### src/rtl/bean2_ctrl_pkg.sv
// Shared encodings for the BEAN-2 control path: opcodes, select encodings,
// pipeline control-word structs and the funct3-to-ALU mapping.
package bean2_ctrl_pkg;

  localparam logic [6:0] OPC_OP     = 7'b0110011;
  localparam logic [6:0] OPC_OP_IMM = 7'b0010011;
  localparam logic [6:0] OPC_LOAD   = 7'b0000011;
  localparam logic [6:0] OPC_STORE  = 7'b0100011;
  localparam logic [6:0] OPC_BRANCH = 7'b1100011;
  localparam logic [6:0] OPC_JAL    = 7'b1101111;
  localparam logic [6:0] OPC_JALR   = 7'b1100111;
  localparam logic [6:0] OPC_LUI    = 7'b0110111;
  localparam logic [6:0] OPC_AUIPC  = 7'b0010111;

  typedef enum logic [3:0] {
    ALU_ADD    = 4'd0,
    ALU_SUB    = 4'd1,
    ALU_SLL    = 4'd2,
    ALU_SLT    = 4'd3,
    ALU_SLTU   = 4'd4,
    ALU_XOR    = 4'd5,
    ALU_SRL    = 4'd6,
    ALU_SRA    = 4'd7,
    ALU_OR     = 4'd8,
    ALU_AND    = 4'd9,
    ALU_PASS_B = 4'd10
  } alu_sel_e;

  typedef enum logic [2:0] {
    IMM_I = 3'd0,
    IMM_S = 3'd1,
    IMM_B = 3'd2,
    IMM_U = 3'd3,
    IMM_J = 3'd4
  } imm_sel_e;

  typedef enum logic [1:0] {
    WB_ALU = 2'd0,
    WB_MEM = 2'd1,
    WB_PC4 = 2'd2
  } reg_sel_e;

  typedef enum logic [1:0] {
    PC_PLUS4  = 2'd0,
    PC_TARGET = 2'd1,
    PC_JALR   = 2'd2
  } pc_sel_e;

  typedef struct packed {
    alu_sel_e   alu_sel;
    logic       rs1_sel;
    logic       rs2_sel;
    logic       branch;
    logic       jal;
    logic       jalr;
    logic       dmem_we;
    logic [2:0] dmem_sel;
    logic       reg_we;
    reg_sel_e   reg_sel;
  } ctrl_word_t;

  typedef struct packed {
    logic       dmem_we;
    logic [2:0] dmem_sel;
    logic       reg_we;
    reg_sel_e   reg_sel;
  } mem_word_t;

  typedef struct packed {
    logic     reg_we;
    reg_sel_e reg_sel;
  } wb_word_t;

  localparam ctrl_word_t CTRL_BUBBLE = ctrl_word_t'('0);
  localparam mem_word_t  MEM_BUBBLE  = mem_word_t'('0);
  localparam wb_word_t   WB_BUBBLE   = wb_word_t'('0);

  // alt_sub only applies to register-register ops; alt_sra applies to both.
  function automatic alu_sel_e alu_decode(input logic [2:0] funct3,
                                          input logic       alt,
                                          input logic       is_reg_op);
    alu_sel_e sel;
    case (funct3)
      3'b000:  sel = (alt && is_reg_op) ? ALU_SUB : ALU_ADD;
      3'b001:  sel = ALU_SLL;
      3'b010:  sel = ALU_SLT;
      3'b011:  sel = ALU_SLTU;
      3'b100:  sel = ALU_XOR;
      3'b101:  sel = alt ? ALU_SRA : ALU_SRL;
      3'b110:  sel = ALU_OR;
      default: sel = ALU_AND;
    endcase
    return sel;
  endfunction

endpackage

### src/rtl/control_decoder.sv
// Combinational D-stage decoder: opcode/funct3/funct7 to control word plus
// the immediate format and source-register usage needed in D.
module control_decoder
  import bean2_ctrl_pkg::*;
(
  input  logic [6:0] opcode,
  input  logic [2:0] funct3,
  input  logic [6:0] funct7,
  output ctrl_word_t ctrl,
  output imm_sel_e   imm_sel,
  output logic [1:0] reg_rd
);

  // Only funct7[5] distinguishes RV32I operations.
  logic unused_funct7;
  assign unused_funct7 = ^{funct7[6], funct7[4:0]};

  always_comb begin
    ctrl    = CTRL_BUBBLE;
    imm_sel = IMM_I;
    reg_rd  = 2'b00;
    case (opcode)
      OPC_OP: begin
        ctrl.alu_sel = alu_decode(funct3, funct7[5], 1'b1);
        ctrl.reg_we  = 1'b1;
        ctrl.reg_sel = WB_ALU;
        reg_rd       = 2'b11;
      end
      OPC_OP_IMM: begin
        ctrl.alu_sel = alu_decode(funct3, funct7[5], 1'b0);
        ctrl.rs2_sel = 1'b1;
        ctrl.reg_we  = 1'b1;
        ctrl.reg_sel = WB_ALU;
        imm_sel      = IMM_I;
        reg_rd       = 2'b01;
      end
      OPC_LOAD: begin
        ctrl.alu_sel  = ALU_ADD;
        ctrl.rs2_sel  = 1'b1;
        ctrl.reg_we   = 1'b1;
        ctrl.reg_sel  = WB_MEM;
        ctrl.dmem_sel = funct3;
        imm_sel       = IMM_I;
        reg_rd        = 2'b01;
      end
      OPC_STORE: begin
        ctrl.alu_sel  = ALU_ADD;
        ctrl.rs2_sel  = 1'b1;
        ctrl.dmem_we  = 1'b1;
        ctrl.dmem_sel = funct3;
        imm_sel       = IMM_S;
        reg_rd        = 2'b11;
      end
      OPC_BRANCH: begin
        ctrl.branch = 1'b1;
        imm_sel     = IMM_B;
        reg_rd      = 2'b11;
      end
      OPC_JAL: begin
        ctrl.jal     = 1'b1;
        ctrl.reg_we  = 1'b1;
        ctrl.reg_sel = WB_PC4;
        imm_sel      = IMM_J;
        reg_rd       = 2'b00;
      end
      OPC_JALR: begin
        ctrl.alu_sel = ALU_ADD;
        ctrl.rs2_sel = 1'b1;
        ctrl.jalr    = 1'b1;
        ctrl.reg_we  = 1'b1;
        ctrl.reg_sel = WB_PC4;
        imm_sel      = IMM_I;
        reg_rd       = 2'b01;
      end
      OPC_LUI: begin
        ctrl.alu_sel = ALU_PASS_B;
        ctrl.rs2_sel = 1'b1;
        ctrl.reg_we  = 1'b1;
        imm_sel      = IMM_U;
      end
      OPC_AUIPC: begin
        ctrl.alu_sel = ALU_ADD;
        ctrl.rs1_sel = 1'b1;
        ctrl.rs2_sel = 1'b1;
        ctrl.reg_we  = 1'b1;
        imm_sel      = IMM_U;
      end
      default: begin
      end
    endcase
  end

endmodule

### src/rtl/control_logic_unit.sv
// BEAN-2 control unit: D-stage decode plus E/M/WB control pipeline registers
// with reset > flush > stall > load priority, and next-PC select.
module control_logic_unit
  import bean2_ctrl_pkg::*;
(
  input  logic       clk,
  input  logic       reset,
  input  logic [6:0] opcode,
  input  logic [2:0] funct3,
  input  logic [6:0] funct7,
  input  logic       jump,
  input  logic       stall_E,
  input  logic       stall_M,
  input  logic       stall_WB,
  input  logic       flush_E,
  input  logic       flush_M,
  input  logic       flush_WB,
  output logic [2:0] imm_SEL,
  output logic [1:0] reg_RD,
  output logic       reg_WE_D_out,
  output logic [3:0] ALU_SEL,
  output logic       rs1_SEL,
  output logic       rs2_SEL,
  output logic [1:0] pc_SEL,
  output logic       dmem_WE,
  output logic [2:0] dmem_SEL,
  output logic       reg_WE,
  output logic [1:0] reg_SEL
);

  ctrl_word_t ctrl_d;
  ctrl_word_t ctrl_e;
  mem_word_t  ctrl_m;
  wb_word_t   ctrl_wb;
  imm_sel_e   imm_sel_d;
  pc_sel_e    pc_sel;

  control_decoder u_decoder (
    .opcode  (opcode),
    .funct3  (funct3),
    .funct7  (funct7),
    .ctrl    (ctrl_d),
    .imm_sel (imm_sel_d),
    .reg_rd  (reg_RD)
  );

  always_ff @(posedge clk) begin
    if (reset)        ctrl_e <= CTRL_BUBBLE;
    else if (flush_E) ctrl_e <= CTRL_BUBBLE;
    else if (!stall_E) ctrl_e <= ctrl_d;
  end

  // M loads from E even while E stalls; the hazard unit flushes M if needed.
  always_ff @(posedge clk) begin
    if (reset)        ctrl_m <= MEM_BUBBLE;
    else if (flush_M) ctrl_m <= MEM_BUBBLE;
    else if (!stall_M) begin
      ctrl_m.dmem_we  <= ctrl_e.dmem_we;
      ctrl_m.dmem_sel <= ctrl_e.dmem_sel;
      ctrl_m.reg_we   <= ctrl_e.reg_we;
      ctrl_m.reg_sel  <= ctrl_e.reg_sel;
    end
  end

  always_ff @(posedge clk) begin
    if (reset)         ctrl_wb <= WB_BUBBLE;
    else if (flush_WB) ctrl_wb <= WB_BUBBLE;
    else if (!stall_WB) begin
      ctrl_wb.reg_we  <= ctrl_m.reg_we;
      ctrl_wb.reg_sel <= ctrl_m.reg_sel;
    end
  end

  always_comb begin
    pc_sel = PC_PLUS4;
    if (ctrl_e.jalr)
      pc_sel = PC_JALR;
    else if (ctrl_e.jal || (ctrl_e.branch && jump))
      pc_sel = PC_TARGET;
  end

  assign imm_SEL      = imm_sel_d;
  assign reg_WE_D_out = ctrl_d.reg_we;
  assign ALU_SEL      = ctrl_e.alu_sel;
  assign rs1_SEL      = ctrl_e.rs1_sel;
  assign rs2_SEL      = ctrl_e.rs2_sel;
  assign pc_SEL       = pc_sel;
  assign dmem_WE      = ctrl_m.dmem_we;
  assign dmem_SEL     = ctrl_m.dmem_sel;
  assign reg_WE       = ctrl_wb.reg_we;
  assign reg_SEL      = ctrl_wb.reg_sel;

endmodule

### config.mk
export PLATFORM = sky130hd
export DESIGN_NAME = control_logic_unit
export DESIGN_NICKNAME = d
export VERILOG_FILES = /design/src/rtl/bean2_ctrl_pkg.sv /design/src/rtl/control_decoder.sv /design/src/rtl/control_logic_unit.sv
export SDC_FILE = /design/constraint.sdc
export NUM_CORES = 1
export LEC_CHECK = 0
export ABC_AREA = 1
export BUFFER_PORTS_ARGS = -buffer_cell sky130_fd_sc_hd__buf_4
export CAP_MARGIN = 40
export CELL_PAD_IN_SITES_DETAIL_PLACEMENT = 1
export CELL_PAD_IN_SITES_GLOBAL_PLACEMENT = 2
export CORE_UTILIZATION = 23
export DETAILED_ROUTE_END_ITERATION = 10
export GPL_ROUTABILITY_DRIVEN = 1
export GPL_TIMING_DRIVEN = 0
export HOLD_SLACK_MARGIN = 0.1
export PLACE_DENSITY_LB_ADDON = 0.1
export SLEW_MARGIN = 30
export SYNTH_ARGS = -nofsm -noshare
export SYNTH_HDL_FRONTEND = slang
export SYNTH_SLANG_ARGS = --single-unit
### constraint.sdc
create_clock -name clk -period 0.8 [get_ports clk]
set_input_delay 0.12 -clock clk [delete_from_list [all_inputs] [get_ports clk]]
set_output_delay 0.12 -clock clk [all_outputs]
set_load 0.02 [all_outputs]
==> results_dict.tcl, run 1 <==
set metrics [dict create \
    status "finished, violations left" \
    violations "negative setup slack" \
    number_of_buffers_added_by_the_clock_tree_synthesis_step 3 \
    synth_top_cell_area_share_pct 39.9 \
    antenna_found_initial 0 \
    synth_top_family_by_area "simple AND/OR/NAND/NOR gates" \
    layout_net_count 270 \
    synth_simple_gate_area_share_pct 31.9 \
    buffer_ports.inserted 39 \
    synth_seq_cells 26 \
    vias_per_cell 4.38 \
    crit_path_end_kind "output pin" \
    number_of_clock_sinks 26 \
    peakVddDrop_uv 605 \
    critPathRequiredTime_ns 0.68 \
    setup.worst_path.class "in2out" \
    htree_num_levels 1 \
    worst_ep_arrival_time_ns 0.92 \
    synth_area_in_adders_pct 0 \
    grt_use_total_pct 12.9 \
    synth.avg_cell_area_um2 7.05 \
    cp_max_fo 5 \
    critPathLaunchType "input pin" \
    detailedRoute.firstPassIterationCount 5 \
    die-height_um 77.3 \
    grt_pass1_wl_um 6310 \
    gr_overflow_total 0 \
    min_path_type "in2reg" \
    floorplan.io_pins 47 \
    timing_worst_slew_pin_value_ns 0.294 \
    cell_area_after_synthesis_um2 1300 \
    vias_in_the_first_global_route 1439 \
    number_of_enable_type_register_cells_in_the_synthesized_netlist 0 \
    synth-warning-count 0 \
    antenna_cells 0 \
    finalWirelength_um 3750 \
    ys_flop_type "dfxtp_1" \
    syn-num-nets 211 \
    clockBufferDepth 2 \
    reg2regPathDepth 3 \
    core_footprint_um2 5470 \
    post-place-cells 296 \
    ctsRootBufferMaster "clkbuf_8" \
    worstSkewPairLatency_ns 0.27 \
    grt_start_max_net_pins 15 \
    slew_viol_final 0 \
    finalNonFillerCells 315 \
    floorplan.die_area_um2 5970 \
    post_route_cells_drive_above_1_share_pct 56.0 \
    yosys.area.top_type "dfxtp_1" \
    tritoncts_clock_tree "done" \
    post-route-period-util_pct 130 \
    post-route-worst-setup-slack_ns -0.241 \
    fin_worst_skew_ns 0.00526 \
    dp_slack_ns -0.382 \
    synth_xor_area_share_pct 0 \
    post-route-min-period_ns 1.04 \
    wl_per_cell_um 11.9 \
    detail_route.iter0.violations 21 \
    number_of_unique_standard_cell_types_used_by_synthesis 21 \
    syn-instance-count 185 \
    antenna_violating_nets_post_route 0 \
    fin_worst_hold_slack_ns 0.111 \
    register_area_share_after_synthesis_pct 39.9 \
    post_synthesis_compound_gate_area_fraction_pct 17.0 \
    clkSlewWorstSetupHoldPaths_ns 0.08 \
    grt_setup_unrepaired "yes" \
    timing.hold.worst_path_depth 3 \
    finalSetupViolations 27 \
    setup.reg_to_reg.worst_slack_ns 0.08 \
    yosys-mux-area-fraction_pct 0 \
    drc_errors 0 \
    placement_row_count 27 \
    achievable-frequency_ghz 0.961 \
    synth.top_cells.by_area "dfxtp_1, nand2_1, a21oi_1, buf_4, o21ai_0" \
    route.vias.total 1379 \
    x_dimension_of_the_die_um 77.3 \
    async_reset_ff_share_pct 0 \
    initial_core_util_pct 23.8 \
    powerDensity_nw_per_um2 1220 \
    gp_congestion 0.812 \
    power.static_leakage_uw 0.000957 \
    detailedPlacementHpwl_um 2810 \
    area_delta_synth_final_pct 69.6 \
    worst_slew_margin_rel_pct 80.4 \
    hold_viol_final 0 \
    max_cap_viol_count 0 \
]
cell usage after synthesis (2+ instances only):
library cell / n
nand2_1: 48
o21ai_0: 12
a21oi_2: 3
nand2_2: 3
o21ai_1: 4
buf_1: 2
nor2_2: 2
nor2_1: 15
nor3_4: 2
dfxtp_1: 26
inv_2: 3
nand3_2: 3
clkbuf_1: 2
inv_1: 14
nand3_1: 9
a21oi_1: 23
buf_4: 9
or2_2: 2
cells in the final DEF, fill, tap and decap left out, drive strengths merged:
cell,instances
a21oi,26
nand3,12
buf,65
nor2,17
nand2,51
dfxtp,26
or2,2
nor3,4
inv,17
o21ai,16
clkbuf,6
nand4,1
metal layers:
layer / track usage (%) / vias to the layer above / share of wire (%)
met1: 15.3 / 643 / 43
li1: - / 708 / -
met4: 3.40 / 0 / 0.91
met3: 1.19 / 4 / 2.3
met2: 24.2 / 24 / 53
met5: 0 / - / 0
registers in the layout (all words and copies together), names as in the netlist:
| name | count |
|---|---|
| ALU_SEL | 4 |
| ctrl_e | 10 |
| ctrl_m | 3 |
| dmem_SEL | 3 |
| dmem_WE | 1 |
| reg_SEL | 2 |
| reg_WE | 1 |
| rs1_SEL | 1 |
| rs2_SEL | 1 |
final cells by class:
type                    instances  area (um2)
flip-flops and latches         26         541
inverters                      17        73.8
multi-input cells             129         805
clock buffers                   4        55.1
well taps                      72        90.1
plain buffers                   6        36.3
repair buffers                 61         611
fillers                       663        3260
cell families (layout without fill, tap and decap cells):
group           after synthesis  after routing
simple gates                 87             87
flops                        26             26
buf+inv                      30             88
compound gates               42             42
where the power goes:
group	switching [uW]	internal [uW]
Clock	404	440
Combinational	276	238
Sequential	14.3	1320
Total	694	2000
stage by stage:
stage / utilization (%) / total power (uW) / area (um2) / setup TNS [ns]
floorplan: - / 1550 / 1320 / -0.0338
global placement: 31.1 / 1710 / 1700 / -6.82
detailed placement: 31.1 / 1720 / 1700 / -7.32
CTS: 37.2 / 2650 / 2040 / -2.56
global route: 40.4 / 2790 / 2210 / -3.28
finish: 40.4 / 2690 / 2210 / -2.34
critical path: stages:
cell and delay, ns:
buf_12 0.11, nor3_4 0.17, buf_6 0.16, buf_6 0.11, o21ai_2 0.06, nand3_2 0.08, buf_6 0.11
path summary, 6_finish.rpt:
kind,from,endpoint
worst max-delay path,opcode[3],reg_RD[0]
worst min-delay path,flush_WB,reg_SEL[0]$_SDFFE_PP0N_
worst max register to register,reg_SEL[1]$_SDFFE_PP0N_,reg_SEL[1]$_SDFFE_PP0N_
worst min register to register,reg_SEL[0]$_SDFFE_PP0N_,reg_SEL[0]$_SDFFE_PP0N_
timing repair:
item / 4_1_cts / 5_1_grt
endpoints found under the setup margin: 32 / 35
pin swaps: 16 / 18
resized for setup: 75 / 29
buffers inserted: 14 / 10
hold buffers: 0 / 0
Power figures use the tool's default switching activity.
==> run 2: changes to the inputs <==
--- a/config.mk
+++ b/config.mk
@@ -16,6 +16,7 @@
 export GPL_TIMING_DRIVEN = 0
 export HOLD_SLACK_MARGIN = 0.1
 export PLACE_DENSITY_LB_ADDON = 0.1
+export SETUP_SLACK_MARGIN = 0.02
 export SLEW_MARGIN = 30
 export SYNTH_ARGS = -nofsm -noshare
 export SYNTH_HDL_FRONTEND = slang
==> results_dict.tcl, run 2 (synthesis gave the netlist of run 1 again) <==
set metrics [dict create \
    critPathLaunchType "input pin" \
    floorplan.io_pins 47 \
    finalSetupViolations 23 \
    floorplan.die_area_um2 5970 \
    vias_per_cell 4.38 \
    powerDensity_nw_per_um2 1350 \
    wl_per_cell_um 12.4 \
    post-route-worst-setup-slack_ns -0.232 \
    post_route_cells_drive_above_1_share_pct 55.1 \
    gp_congestion 0.800 \
    worstSkewPairLatency_ns 0.27 \
    setup.worst_path.class "in2out" \
    tritoncts_clock_tree "done" \
    dp_slack_ns -0.376 \
    antenna_violating_nets_post_route 0 \
    status "finished, violations left" \
    layout_commonest_cell "nand2_1" \
    grt_setup_unrepaired "yes" \
    cp_top_family "buffers and inverters" \
    setup.worst_path.end "reg_WE_D_out" \
    layout_net_count 263 \
    setup_total_negative_slack_ns -2.16 \
    reg2regPathDepth 3 \
    drc_errors 0 \
    antenna_cells 0 \
    htree_num_levels 1 \
    crit_path_cell_trace "buf_12 -> nor3_4 -> buf_6 -> nand2_4 -> nand3_4 -> nor2_4 -> inv_2 -> buf_6" \
    cp_max_fo 6 \
    crit_path_end_kind "output pin" \
    critPathRequiredTime_ns 0.68 \
    worst_ep_arrival_time_ns 0.91 \
    x_dimension_of_the_die_um 77.3 \
    gr_overflow_total 0 \
    worst_slew_margin_rel_pct 79.3 \
    detailedRoute.firstPassIterationCount 4 \
    setup.reg_to_reg.worst_slack_ns 0.12 \
    grt_start_max_net_pins 16 \
    violations "negative setup slack" \
    number_of_buffers_added_by_the_clock_tree_synthesis_step 3 \
    area_delta_synth_final_pct 65.8 \
    vias_in_the_first_global_route 1374 \
    ctsRootBufferMaster "clkbuf_8" \
    clockBufferDepth 2 \
    hold_viol_final 0 \
    timing.rr.start "ALU_SEL[0]$_SDFFE_PP0N_" \
    core_footprint_um2 5470 \
    gr_busiest_metal "met2" \
    min_path_type "in2reg" \
    power.static_leakage_uw 0.000940 \
    postPlaceCellArea_um2 1710 \
    achievable-frequency_ghz 0.969 \
    grt_use_total_pct 13.4 \
    grtUsageMet1_pct 16.4 \
    worst_path_largest_cell_delay_ns 0.18 \
    globalRouteMet2Util_pct 23.5 \
    worst-path-buf-inv 4 \
    final_instance_area_um2 2160 \
    layout.cells.most_common_list "nand2_1, buf_6, buf_4, a21oi_1, dfxtp_2" \
    buffer_ports.inserted 39 \
    cts_hold_buf 0 \
    route.vias.total 1348 \
    placement_row_count 27 \
    timing.critical_path.depth 8 \
    slowest_cell_on_crit_path "nor3_4" \
    fin_worst_skew_ns 0.00722 \
    critical_path.reg2reg.endpoint "ALU_SEL[0]$_SDFFE_PP0N_" \
    worst_setup_path_startpoint "opcode[2]" \
    clkSlewWorstSetupHoldPaths_ns 0.09 \
    regMostFlops "ctrl_e" \
    largest_register_ffs 10 \
    die-height_um 77.3 \
    grt_pass1_wl_um 6350 \
    detail_route.iter0.violations 37 \
    detailedPlacementHpwl_um 2920 \
    initial_core_util_pct 23.8 \
    timing_worst_slew_pin_value_ns 0.310 \
    antenna_found_initial 0 \
    cp_common_cell "buf_6" \
    gr-usage-met3_pct 1.79 \
    slew_viol_final 0 \
    finalWirelength_um 3810 \
    post-route-period-util_pct 129 \
    fillcell_total 659 \
    post-route-min-period_ns 1.03 \
    peakVddDrop_uv 608 \
    number_of_clock_sinks 26 \
    max_cap_viol_count 0 \
]
run 2: how the worst min path moves through the flow:
stage	to	slack, ns	startpoint	depth (start not counted)
after floorplan	ctrl_e[7]$_SDFFE_PP0N_	0.24	stall_E	2
after global placement	reg_SEL[0]$_SDFFE_PP0N_	0.40	flush_WB	3
after detailed placement	reg_SEL[0]$_SDFFE_PP0N_	0.40	flush_WB	3
after CTS	reg_SEL[0]$_SDFFE_PP0N_	0.10	flush_WB	3
after global routing	reg_SEL[0]$_SDFFE_PP0N_	0.11	flush_WB	3
final	reg_SEL[0]$_SDFFE_PP0N_	0.10	flush_WB	3
run 2: power by group:
group | internal, uW | switching (uW) | leakage [uW]
Combinational | 220 | 272 | 0.000686
Sequential | 1320 | 14.0 | 0.000218
Clock | 670 | 426 | 0.0000357
Total | 2210 | 712 | 0.000940
run 2: per-layer routing:
metal  part of all wire, %  vias up  routed length, um
met5                     0        -                  0
met4                   1.5        0                 58
met3                   2.3        4                 87
met2                    51       24               1930
met1                    45      629               1730
li1                      -      691                  -
run 2: stage by stage:
| stage | hold WS (ns) | power, uW | util (%) | std cells |
|---|---|---|---|---|
| after floorplan | 0.241 | 1550 | - | 185 |
| after global placement | 0.400 | 1720 | 31.2 | 296 |
| after detailed placement | 0.405 | 1730 | 31.2 | 296 |
| after CTS | 0.104 | 2880 | 36.5 | 305 |
| after global routing | 0.113 | 3050 | 39.5 | 308 |
| final | 0.103 | 2920 | 39.5 | 308 |
run 2: final cells by class:
cell class	instances	area (um2)	area share, %
clock inverters	1	30.0	1.39
flip-flops and latches	26	539	24.9
plain buffers	6	36.3	1.68
clock buffers	3	41.3	1.91
repair buffers	54	547	25.3
well taps	72	90.1	4.17
multi-input cells	129	802	37.1
inverters	17	76.3	3.53
run 2: worst min-delay path, cell delays in order:
cell and delay (ns):
buf_4 0.07, or2_2 0.11, a21oi_1 0.04
run 2: timing repair:
item	in CTS	in global routing
buffers inserted	12	3
endpoints found under the setup margin	34	34
gates cloned	0	0
pin swaps	14	14
gates resized for setup	62	40
